<file path="config.mk">
export PLATFORM = sky130hd
export DESIGN_NAME = cdc_handshake_tx
export DESIGN_NICKNAME = d
export VERILOG_FILES = /design/src/rtl/cdc_handshake_tx.sv
export SDC_FILE = /design/constraint.sdc
export NUM_CORES = 1
export LEC_CHECK = 0
export CAP_MARGIN = 20
export CORE_MARGIN = 1
export CORE_UTILIZATION = 40
export DETAILED_ROUTE_END_ITERATION = 7
export PLACE_DENSITY_LB_ADDON = 0.05
export REMOVE_ABC_BUFFERS = 1
export SLEW_MARGIN = 20
export SYNTH_ARGS = -nofsm -noshare
export SYNTH_HDL_FRONTEND = slang
export SYNTH_SLANG_ARGS = --single-unit
</file>
<file path="constraint.sdc">
create_clock -name clk -period 2.1 [get_ports clk]
set_input_delay 0.315 -clock clk [delete_from_list [all_inputs] [get_ports clk]]
set_output_delay 0.315 -clock clk [all_outputs]
set_load 0.01 [all_outputs]
</file>
<file path="src/rtl/cdc_handshake_tx.sv">
// cdc_handshake_tx: source half of a toggle-based CDC handshake.
// A word accepted on in_valid/in_ready is held on tx_data. The block
// flips req_toggle and waits for the synchronized ack_toggle to match it
// before it accepts the next word.
module cdc_handshake_tx #(
  parameter int DATA_WIDTH     = 8,
  parameter int TIMEOUT_CYCLES = 1024
) (
  input  logic                  clk,
  input  logic                  reset_n,
  input  logic                  in_valid,
  output logic                  in_ready,
  input  logic [DATA_WIDTH-1:0] in_data,
  output logic [DATA_WIDTH-1:0] tx_data,
  output logic                  req_toggle,
  input  logic                  ack_toggle,
  output logic                  busy,
  output logic                  err_timeout,
  output logic                  err_protocol
);

  typedef enum logic {
    S_IDLE     = 1'b0,
    S_WAIT_ACK = 1'b1
  } state_t;

  state_t                r_state;
  state_t                w_state_nxt;
  (* ASYNC_REG = "TRUE" *) logic r_ack_meta;
  (* ASYNC_REG = "TRUE" *) logic r_ack_sync;
  logic [DATA_WIDTH-1:0] r_tx_data;
  logic                  r_req_toggle;
  logic                  r_err_protocol;
  logic                  w_accept;
  logic                  w_ack_match;
  logic                  w_waiting;

  // Two-flop synchronizer for the asynchronous acknowledge toggle
  always_ff @(posedge clk or negedge reset_n) begin
    if (!reset_n) begin
      r_ack_meta <= 1'b0;
      r_ack_sync <= 1'b0;
    end else begin
      r_ack_meta <= ack_toggle;
      r_ack_sync <= r_ack_meta;
    end
  end

  // The transfer is complete once the echoed toggle equals our request
  assign w_ack_match = (r_ack_sync == r_req_toggle);
  assign w_accept    = (r_state == S_IDLE) && in_valid;
  assign w_waiting   = (r_state == S_WAIT_ACK) && !w_ack_match;

  // State register
  always_ff @(posedge clk or negedge reset_n) begin
    if (!reset_n) r_state <= S_IDLE;
    else          r_state <= w_state_nxt;
  end

  // Next-state logic; a pending transfer is never abandoned
  always_comb begin
    w_state_nxt = r_state;
    case (r_state)
      S_IDLE:     if (in_valid)    w_state_nxt = S_WAIT_ACK;
      S_WAIT_ACK: if (w_ack_match) w_state_nxt = S_IDLE;
      default:                     w_state_nxt = S_IDLE;
    endcase
  end

  // Capture the word and flip the request on the same accept edge
  always_ff @(posedge clk or negedge reset_n) begin
    if (!reset_n) begin
      r_tx_data    <= '0;
      r_req_toggle <= 1'b0;
    end else if (w_accept) begin
      r_tx_data    <= in_data;
      r_req_toggle <= ~r_req_toggle;
    end
  end

  // Sticky flag: acknowledge moved while nothing was outstanding
  always_ff @(posedge clk or negedge reset_n) begin
    if (!reset_n)                                  r_err_protocol <= 1'b0;
    else if ((r_state == S_IDLE) && !w_ack_match)  r_err_protocol <= 1'b1;
  end

  generate
    if (TIMEOUT_CYCLES > 0) begin : g_timeout
      localparam int             CW       = $clog2(TIMEOUT_CYCLES + 1);
      localparam logic [CW-1:0]  LIMIT    = CW'(TIMEOUT_CYCLES);
      localparam logic [CW-1:0]  LIMIT_M1 = CW'(TIMEOUT_CYCLES - 1);
      logic [CW-1:0] r_cnt;
      logic          r_err_timeout;

      // Saturating wait counter; the flag sets on the edge it reaches LIMIT
      always_ff @(posedge clk or negedge reset_n) begin
        if (!reset_n) begin
          r_cnt         <= '0;
          r_err_timeout <= 1'b0;
        end else if (w_accept) begin
          r_cnt <= '0;
        end else if (w_waiting && (r_cnt != LIMIT)) begin
          r_cnt <= r_cnt + 1'b1;
          if (r_cnt == LIMIT_M1) r_err_timeout <= 1'b1;
        end
      end

      assign err_timeout = r_err_timeout;
    end else begin : g_no_timeout
      assign err_timeout = 1'b0;
    end
  endgenerate

  assign in_ready     = (r_state == S_IDLE);
  assign busy         = (r_state == S_WAIT_ACK);
  assign tx_data      = r_tx_data;
  assign req_toggle   = r_req_toggle;
  assign err_protocol = r_err_protocol;

endmodule

</file>
==> metrics.txt <==
Max Slew Vio Count=0; Synth-to-Final Area Change=27.7%; Combinational Power Share=38.2%; Ys Warns=0; Final setup viols=0; Synth area leaders=dfrtp_1, nand2_1, xor2_1; GRT overflow=0; Post-CTS Setup Repair Bufs=0; status=complete, no violations; sequential share of power=47.6%; Setup CP Type=flip-flop to output pin; #FFs+latches synth=25; All-Layer GR Usage=16.4%; count of cell types in the netlist=28; final period utilization=86.4%; CTS Buf Count=3; Max transition margin=69.8%; worst slew pin tran=0.452 ns; Sw Ratio=34.7%; CTS tree=yes; CTS Root Cell=clkbuf_4; pwr/cell area=1050 nW/um^2; CP startpoint kind=flip-flop; initial antenna violation count=0; Total Routed Length=2100 microns; post-DP HPWL=1490 microns; vias per cell=5.13; share of async-settable or async-resettable flops after synthesis=100%; # diodes=0; first-pass GRT wire length=3400 microns; DR DRC count=0; top-level port count=25; minimum clock period=1.81 ns; Syn Area/Cell=9.99 sq um; synth cell count leaders=nand2_1, dfrtp_1; clock sink count=25; final hold violations=0; final setup TNS=0 ns; endpoint type of the worst setup path=output pin; Post-synth EDFFs=0; RSZ-0062 raised after global routing=false; FF-to-FF path depth=4; Arr. time, crit path=1.50 ns; initial core utilization=43.2%; layout cell share with drive strength beyond 1=8.82%; Clock power frac=14.2%; post-CTS sizing=0; worst-case clock buffer depth=2; Iteration-0 DRC Markers=14; drt first pass iters=3; Critical R2R Launch=req_toggle$_DFFE_PN0N_; Avg WL per Cell=12.7 microns; Die X-Extent=54.4 microns; placed instance area=1380 sq um; Synth top area share=56.9%; Max Cap Viol=0; Post-Synthesis Cell Area=1100 sq um; pin count of the biggest net entering global routing=26; Worst IR Drop VDD=0.000636 V; Routed Antenna Nets=0; fin area=1400 sq um; Core ar.=2540 sq um; vias in the first global route=770; GP Congestion=0.775; Min Hold Slack=0.343 ns; Clock Latency Late Sink=0.31 ns; CTS H-tree lvls=1; Leakage Power=0.657 nW; Synth area leader=dfrtp_1; Post-Syn Instances=110; P_sw=0.512 mW; num rows=18; number of port buffers=24; post-synthesis sequential area ratio=56.9%; Hold Path Class=primary input to async pin; nets=151; Int Power=0.963 mW; total power=1.48 mW; CTS Hold Bufs=0; Die ar.=2960 sq um; top-count cell post-synth=nand2_1; fmax=551 MHz; Clock Skew=0.00419 ns; Chip Height=54.4 microns; Max FO, Critical Path=9; crit path launch=busy$_DFF_PN0_; critical path required time=1.78 ns; Vias=852; Main synth FF type=dfrtp_1; Clock transition at path regs=0.13 ns
[metal layers]
layer  track usage, %  up-vias  share of wire (%)
met5                0        -                  0
met3             2.50        4                3.2
met1             21.8      409                 50
met2             26.6       17                 45
li1                 -      422                  -
met4             6.41        0                1.1
[cells by family after synthesis]
family	synth area share, %
AOI/OAI and AO/OA	7.63
buffers and inverters	2.85
muxes	2.85
adders and majority gates	2.28
and+or+nand+nor	23.6
xor gates and xnor gates	3.87
DFF	56.9
[sequential cells by signal, summed over array words and instances (netlist names)]
name             count
r_ack_meta           1
busy                 1
err_protocol         1
g_timeout.r_cnt     11
r_ack_sync           1
tx_data              8
err_timeout          1
req_toggle           1
[per-stage QoR]
step	utilization (%)	setup WS [ns]	std cells
after detailed placement	54.0	0.445	162
after global placement	54.0	0.432	162
final	55.1	0.286	166
after CTS	55.1	0.272	166
after floorplan	-	0.528	106
after global routing	55.1	0.208	166
[worst max-delay path, stage by stage (launching register included)]
cell,delay (ns)
dfrtp_1,0.51
inv_1,0.13
clkdlybuf4s50_1,0.54
[placed cells by master, fill, tap and decap left out]
cell type        count
or3_2                1
a21oi_1              4
mux2_2               1
nor4_1               2
clkdlybuf4s50_1     24
xor2_2               1
clkinv_2             1
nand4_1              2
o31ai_1              2
ha_1                 2
o311ai_0             1
o41ai_1              1
o211ai_1             1
mux2i_1              2
clkbuf_4             3
buf_4                2
nor2_1               3
nand2_1             33
nand3_1              4
inv_1                4
dfrtp_1             25
and3_1               4
xor2_1               3
or3_1                2
nand2b_1             1
or4_4                1
nor2b_1              1
o21ai_0              3
nand3_2              1
a21o_2               1
[power by group through the flow]
| stage | Clock, mW | Sequential (mW) | Combinational [mW] |
|---|---|---|---|
| after global placement | 0 | 0.708 | 0.567 |
| after CTS | 0.225 | 0.703 | 0.576 |
| after floorplan | 0 | 0.743 | 0.224 |
| after global routing | 0.236 | 0.723 | 0.627 |
| after detailed placement | 0 | 0.712 | 0.569 |
| final | 0.209 | 0.703 | 0.564 |
[path summary, 6_finish.rpt]
kind	endpoint	slack [ns]
worst max-delay path	in_ready	0.29
worst min-delay path	g_timeout.r_cnt[5]$_DFFE_PN0P_	0.34
worst max register to register	g_timeout.r_cnt[10]$_DFFE_PN0P_	0.42
worst min register to register	r_ack_sync$_DFF_PN0_	0.37
max in group asynchronous	g_timeout.r_cnt[9]$_DFFE_PN0P_	1.51
min in group clk	r_ack_sync$_DFF_PN0_	0.37
[final cells by class]
class / instances / area, sq um
fillers: 234 / 1140
flip-flops and latches: 25 / 626
multi-input cells: 77 / 442
repair buffers: 26 / 255
well taps: 30 / 37.5
clock buffers: 3 / 22.5
inverters: 4 / 15.0
clock inverters: 1 / 5.00
No activity file was read; power rests on OpenSTA's default activity.
